$ cat config.mk
export PLATFORM = sky130hd
export DESIGN_NAME = adder_op_sequencer
export DESIGN_NICKNAME = d
export VERILOG_FILES = /design/src/rtl/adder_op_sequencer.sv
export SDC_FILE = /design/constraint.sdc
export NUM_CORES = 1
export LEC_CHECK = 0
export CORE_UTILIZATION = 30
export CTS_BUF_LIST = sky130_fd_sc_hd__clkbuf_2 sky130_fd_sc_hd__clkbuf_4 sky130_fd_sc_hd__clkbuf_8
export CTS_CLUSTER_SIZE = 24
export DETAILED_ROUTE_END_ITERATION = 10
export PLACE_DENSITY_LB_ADDON = 0.2
export SLEW_MARGIN = 0
export SYNTH_ARGS = -nofsm -noshare
export SYNTH_HDL_FRONTEND = slang
export SYNTH_SLANG_ARGS = --single-unit
$ cat constraint.sdc
create_clock -name i_clk -period 1.95 [get_ports i_clk]
set_input_delay 0.195 -clock i_clk [delete_from_list [all_inputs] [get_ports i_clk]]
set_output_delay 0.195 -clock i_clk [all_outputs]
set_load 0.03 [all_outputs]
$ cat src/rtl/adder_op_sequencer.sv
// Request/response front end that drives the register-mapped 8-bit adder: writes operands, starts, reads back.
// Optional watchdog on ack/ready waits is compiled in with `define ADDER_SEQ_WDOG_EN.
module adder_op_sequencer #(
    parameter int N       = 8,
    parameter int TIMEOUT = 16
) (
    input  logic         i_clk,
    input  logic         i_rstn,
    input  logic         i_req_valid,
    output logic         o_req_ready,
    input  logic [N-1:0] i_op_a,
    input  logic [N-1:0] i_op_b,
    input  logic         i_cin,
    output logic         o_rsp_valid,
    input  logic         i_rsp_ready,
    output logic [N-1:0] o_rsp_sum,
    output logic         o_rsp_cout,
    output logic         o_rsp_err,
    output logic [2:0]   o_addr,
    output logic [N-1:0] o_data,
    output logic         o_we,
    output logic         o_start,
    input  logic [N-1:0] i_data,
    input  logic         i_ack,
    input  logic         i_ready
);

    if (N < 2 || (N % 2) != 0 || TIMEOUT < 1) begin : g_param_check
        $error("adder_op_sequencer: N must be even and >= 2, TIMEOUT >= 1");
    end

    typedef enum logic [3:0] {
        S_IDLE, S_WR_D1, S_WR_D2, S_WR_CIN, S_START,
        S_WAIT_RDY, S_RD_RES, S_RD_COUT, S_RSP
    } state_t;

    state_t       state_q, state_d;
    logic         phase_q, phase_d;
    logic [N-1:0] a_q, a_d, b_q, b_d;
    logic         cin_q, cin_d;
    logic [2:0]   addr_q, addr_d;
    logic [N-1:0] data_q, data_d;
    logic         we_q, we_d, start_q, start_d, rsp_valid_q, rsp_valid_d;
    logic [N-1:0] sum_q, sum_d;
    logic         cout_q, cout_d;

`ifdef ADDER_SEQ_WDOG_EN
    localparam int WD_W = $clog2(TIMEOUT + 1);
    localparam logic [WD_W-1:0] WD_LAST = WD_W'(TIMEOUT - 1);
    logic [WD_W-1:0] wd_q, wd_d;
    logic            err_q, err_d;
    logic            timeout;
`endif

    function automatic logic is_wr(state_t s);
        return (s == S_WR_D1) || (s == S_WR_D2) || (s == S_WR_CIN);
    endfunction

    function automatic state_t wr_next(state_t s);
        case (s)
            S_WR_D1: return S_WR_D2;
            S_WR_D2: return S_WR_CIN;
            default: return S_START;
        endcase
    endfunction

    always_comb begin
        state_d = state_q;
        phase_d = phase_q;
        a_d     = a_q;
        b_d     = b_q;
        cin_d   = cin_q;
        sum_d   = sum_q;
        cout_d  = cout_q;
`ifdef ADDER_SEQ_WDOG_EN
        err_d   = err_q;
        timeout = 1'b0;
        wd_d    = wd_q;
`endif
        case (state_q)
            S_IDLE: begin
                if (i_req_valid) begin
                    a_d     = i_op_a;
                    b_d     = i_op_b;
                    cin_d   = i_cin;
                    state_d = S_WR_D1;
                    phase_d = 1'b0;
`ifdef ADDER_SEQ_WDOG_EN
                    err_d   = 1'b0;
`endif
                end
            end
            // Phase 0 issues the write strobe; phase 1 holds the bus until the ack.
            S_WR_D1, S_WR_D2, S_WR_CIN: begin
                if (!phase_q) begin
                    phase_d = 1'b1;
                end else if (i_ack) begin
                    state_d = wr_next(state_q);
                    phase_d = 1'b0;
                end
`ifdef ADDER_SEQ_WDOG_EN
                else if (wd_q == WD_LAST) begin
                    timeout = 1'b1;
                end
`endif
            end
            S_START: state_d = S_WAIT_RDY;
            S_WAIT_RDY: begin
                if (i_ready) begin
                    state_d = S_RD_RES;
                    phase_d = 1'b0;
                end
`ifdef ADDER_SEQ_WDOG_EN
                else if (wd_q == WD_LAST) begin
                    timeout = 1'b1;
                end
`endif
            end
            S_RD_RES: begin
                if (!phase_q) begin
                    phase_d = 1'b1;
                end else begin
                    sum_d   = i_data;
                    state_d = S_RD_COUT;
                    phase_d = 1'b0;
                end
            end
            S_RD_COUT: begin
                if (!phase_q) begin
                    phase_d = 1'b1;
                end else begin
                    cout_d  = i_data[0];
                    state_d = S_RSP;
                    phase_d = 1'b0;
                end
            end
            S_RSP: begin
                if (i_rsp_ready) state_d = S_IDLE;
            end
            default: begin
                state_d = S_IDLE;
                phase_d = 1'b0;
            end
        endcase

`ifdef ADDER_SEQ_WDOG_EN
        if (timeout) begin
            state_d = S_RSP;
            phase_d = 1'b0;
            err_d   = 1'b1;
            sum_d   = '0;
            cout_d  = 1'b0;
        end
        if ((state_d == S_WAIT_RDY && state_q != S_WAIT_RDY) ||
            (is_wr(state_d) && phase_d && !phase_q)) begin
            wd_d = '0;
        end else if (state_d == state_q &&
                     (state_q == S_WAIT_RDY || (is_wr(state_q) && phase_q))) begin
            wd_d = wd_q + WD_W'(1);
        end
`endif

        // Bus and response outputs are decoded from the next state so they appear registered.
        addr_d      = 3'd0;
        data_d      = '0;
        we_d        = 1'b0;
        start_d     = 1'b0;
        rsp_valid_d = 1'b0;
        case (state_d)
            S_WR_D1:   begin addr_d = 3'd1; data_d = a_d; we_d = !phase_d; end
            S_WR_D2:   begin addr_d = 3'd2; data_d = b_d; we_d = !phase_d; end
            S_WR_CIN:  begin addr_d = 3'd3; data_d = {{(N-1){1'b0}}, cin_d}; we_d = !phase_d; end
            S_START:   start_d = 1'b1;
            S_RD_RES:  addr_d = 3'd4;
            S_RD_COUT: addr_d = 3'd5;
            S_RSP:     rsp_valid_d = 1'b1;
            default:   ;
        endcase
    end

    always_ff @(posedge i_clk or negedge i_rstn) begin
        if (!i_rstn) begin
            state_q     <= S_IDLE;
            phase_q     <= 1'b0;
            a_q         <= '0;
            b_q         <= '0;
            cin_q       <= 1'b0;
            addr_q      <= 3'd0;
            data_q      <= '0;
            we_q        <= 1'b0;
            start_q     <= 1'b0;
            rsp_valid_q <= 1'b0;
            sum_q       <= '0;
            cout_q      <= 1'b0;
`ifdef ADDER_SEQ_WDOG_EN
            wd_q        <= '0;
            err_q       <= 1'b0;
`endif
        end else begin
            state_q     <= state_d;
            phase_q     <= phase_d;
            a_q         <= a_d;
            b_q         <= b_d;
            cin_q       <= cin_d;
            addr_q      <= addr_d;
            data_q      <= data_d;
            we_q        <= we_d;
            start_q     <= start_d;
            rsp_valid_q <= rsp_valid_d;
            sum_q       <= sum_d;
            cout_q      <= cout_d;
`ifdef ADDER_SEQ_WDOG_EN
            wd_q        <= wd_d;
            err_q       <= err_d;
`endif
        end
    end

    assign o_req_ready = (state_q == S_IDLE);
    assign o_rsp_valid = rsp_valid_q;
    assign o_rsp_sum   = sum_q;
    assign o_rsp_cout  = cout_q;
    assign o_addr      = addr_q;
    assign o_data      = data_q;
    assign o_we        = we_q;
    assign o_start     = start_q;
`ifdef ADDER_SEQ_WDOG_EN
    assign o_rsp_err   = err_q;
`else
    assign o_rsp_err   = 1'b0;
`endif

endmodule

==> flow_summary.ini <==
[clock_tree]
clockBufferDepth = 2
clock_latency_ns = 0.29
clock-sinks = 45
htree_levels = 2
postCtsSetupRepairBufs = 0
numCtsBuffers = 5
clk_transition_reported_paths_ns = 0.08
root_buffer = clkbuf_8
cts_tree = done

[synthesis]
avgSynthCellArea_um2 = 11.8
ys_ff_latch = 45
synth.distinct_cells = 41
syn_area_um2 = 2110
syn_nets = 209
ys_seq_area_frac = 0.534
synth_cells = 178
synth_warnings = 0

[worst_setup_path]
crit_start = state_q[1]$_DFF_PN0_
crit_required_ns = 2.15
r2r-end = o_data[0]$_DFF_PN0_
r2r-start = state_q[1]$_DFF_PN0_
cp_max_fo = 11
reg2reg_depth = 4
end_kind = register
path_class = reg -> reg
endpoint = o_data[0]$_DFF_PN0_
start_kind = register
reg2reg_slack_ns = 0.13
cp.arrival_ns = 2.02

[placement]
hpwl_um = 3330
dp_cells = 331
portBuffers = 54
place_congestion = 0.808

[finish]
drive_above_1_share = 0.217
fill_cells = 672
finish.utilization = 0.433
nNetsFinal = 274
instances_no_fill = 340
insertedDiodeCount = 0
area_growth_pct = 39.6

[die]
fp.dieH_um = 85.8
ioPinCount = 56
die_w_um = 85.8
die-area_um2 = 7370
start_util = 0.310
rows = 30
core_um2 = 6790

[power_and_ir_drop]
ir_worst_vdd_mv = 0.488
p_per_area_nw_per_um2 = 1590
power_w = 0.00467
p_leak_nw = 1.33

[route]
vias = 1566
routed_wl_um = 4740
dr.pass1.iters = 4
drt_iter0_markers = 47
via_per_inst = 4.61
drc = 0
postRouteAntennaNets = 0
wire_per_inst_um = 13.9

[sta]
clock_skew_ns = 0.00547
hold_violations = 0
tightest_slew_ns = 0.755
rsz0062_at_grt = false
setup_tns_ns = 0
maxSlewViolCount = 0
timing.final.crit_share = 0.934
max_freq_mhz = 549
finalCriticalPeriod_ns = 1.82
finalSetupViolations = 0
relSlewSlack = 0.497

[global_route]
grt_max_degree = 34
gr-total-overflow = 0
gr-usage-all-layers = 0.140
antenna_found_initial = 0
grt_pass1_wl_um = 8010
grt_pass1_vias = 1582

[run]
maxCapViolations = 0

[run_status]
status = finished, final reports clean

[min_path]
hp-class = reg -> reg
## worst min-delay path by stage
stage / startpoint / endpoint / slack (ns) / cells past startpoint
finish: b_q[5]$_DFF_PN0_ / b_q[5]$_DFF_PN0_ / 0.49 / 2
global route: i_data[3] / o_rsp_sum[3]$_DFFE_PN0P_ / 0.50 / 2
CTS: cin_q$_DFF_PN0_ / cin_q$_DFF_PN0_ / 0.49 / 1
detailed placement: i_rstn / o_rsp_valid$_DFF_PN0_ / 0.31 / 1
global placement: i_rstn / state_q[3]$_DFF_PN0_ / 0.31 / 1
floorplan: i_rstn / a_q[0]$_DFF_PN0_ / -0.10 / 0
## registers in the layout (all words and copies together), names as in the netlist
register,count
o_addr,3
o_rsp_valid,1
o_we,1
state_q,4
cin_q,1
o_start,1
phase_q,1
a_q,8
o_rsp_sum,8
o_data,8
o_rsp_cout,1
b_q,8
## metal layers
metal / wire, µm / share of wire / up-vias / GRT usage
met2: 2120 / 0.45 / 45 / 0.226
met5: 0 / 0 / - / 0
met3: 191 / 0.040 / 6 / 0.0269
met1: 2380 / 0.50 / 751 / 0.193
li1: - / - / 764 / -
met4: 49 / 0.010 / 0 / 0.0409
## Yosys cell counts
cell type  count  area share
dfrtp_1       45        0.53
inv_1         14       0.025
and3_1        12       0.036
mux2i_1       11       0.052
a21boi_0       9       0.032
mux2_2         9       0.048
o211ai_1       8       0.028
or2_2          8       0.024
o32ai_1        7       0.029
buf_4          4       0.014
clkbuf_1       4      0.0071
buf_2          3      0.0071
nor2_1         3      0.0053
o21ai_0        3      0.0071
a21o_1         2      0.0071
a221o_1        2      0.0095
a22o_1         2      0.0083
and2_1         2      0.0059
buf_6          2       0.011
clkbuf_8       2       0.013
nand2_1        2      0.0036
nand3_1        2      0.0047
nor2b_1        2      0.0059
nor3b_1        2      0.0071
nor4_1         2      0.0059
a2111oi_0      1      0.0042
a211oi_1       1      0.0036
a21oi_1        1      0.0024
a221oi_1       1      0.0042
and3b_2        1      0.0047
conb_1         1      0.0018
nand3_2        1      0.0047
nand3b_1       1      0.0036
nor2_2         1      0.0030
nor3_1         1      0.0024
o2111a_1       1      0.0053
o2111ai_1      1      0.0042
o21bai_4       1      0.0089
o2bb2ai_1      1      0.0042
o41ai_2        1      0.0077
or2b_2         1      0.0042
## cell families (layout without fill, tap and decap cells)
group,count (synthesis),in the layout,synth area share
and+or+nand+nor,41,41,0.120
DFF,45,45,0.534
buffers and inverters,29,95,0.0771
muxes,20,20,0.100
AOI/OAI and AO/OA,42,42,0.166
other,1,1,0.00178
## area by class of cell
class | count | area, µm² | area share
inverters | 14 | 52.6 | 0.0179
clock buffers | 7 | 90.1 | 0.0306
flip-flops and latches | 45 | 1130 | 0.384
multi-input cells | 104 | 830 | 0.282
clock inverters | 1 | 30.0 | 0.0102
repair buffers | 73 | 692 | 0.235
well taps | 96 | 120 | 0.0408
## repair_timing
action                                 CTS  global route
endpoints found under the hold margin   30             0
resized for setup                        1             3
setup endpoints to repair                1            11
hold buffers                             1             0
## cell usage in the layout, fill, tap and decap left out, types with 2 or more instances in the layout
master	count
clkdlybuf4s50_1	52
a21o_1	2
buf_4	17
or2_2	8
o211ai_1	8
inv_1	14
o32ai_1	7
clkbuf_8	6
o21ai_0	3
nor2_1	3
nor4_1	2
mux2_2	9
and2_1	2
mux2i_1	11
dfrtp_2	2
and3_1	12
nand2_1	2
a221o_1	2
nor2b_1	2
a21boi_0	9
dfrtp_1	43
a22o_1	2
nand3_1	2
## worst max-delay path: stages, from the launching register on
cell,delay (ns)
dfrtp_1,0.49
buf_4,0.20
a221o_1,0.37
a21o_1,0.32
o41ai_2,0.35
## metrics by stage
| step | hold WS [ns] | cell area [µm²] | worst slack (ns) |
|---|---|---|---|
| after floorplan | -0.101 | 2110 | 0.225 |
| after global placement | 0.307 | 2810 | 0.0358 |
| after detailed placement | 0.312 | 2810 | 0.00501 |
| after CTS | 0.489 | 2940 | 0.0797 |
| after global routing | 0.502 | 2940 | 0.00157 |
| final | 0.486 | 2940 | 0.129 |
## report_power, final
| part | internal [W] | switching [W] |
|---|---|---|
| combinational | 0.00110 | 0.00129 |
| sequential | 0.00133 | 0.000212 |
| clock | 0.000432 | 0.000305 |
| total | 0.00286 | 0.00181 |
Power figures use the tool's default switching activity.
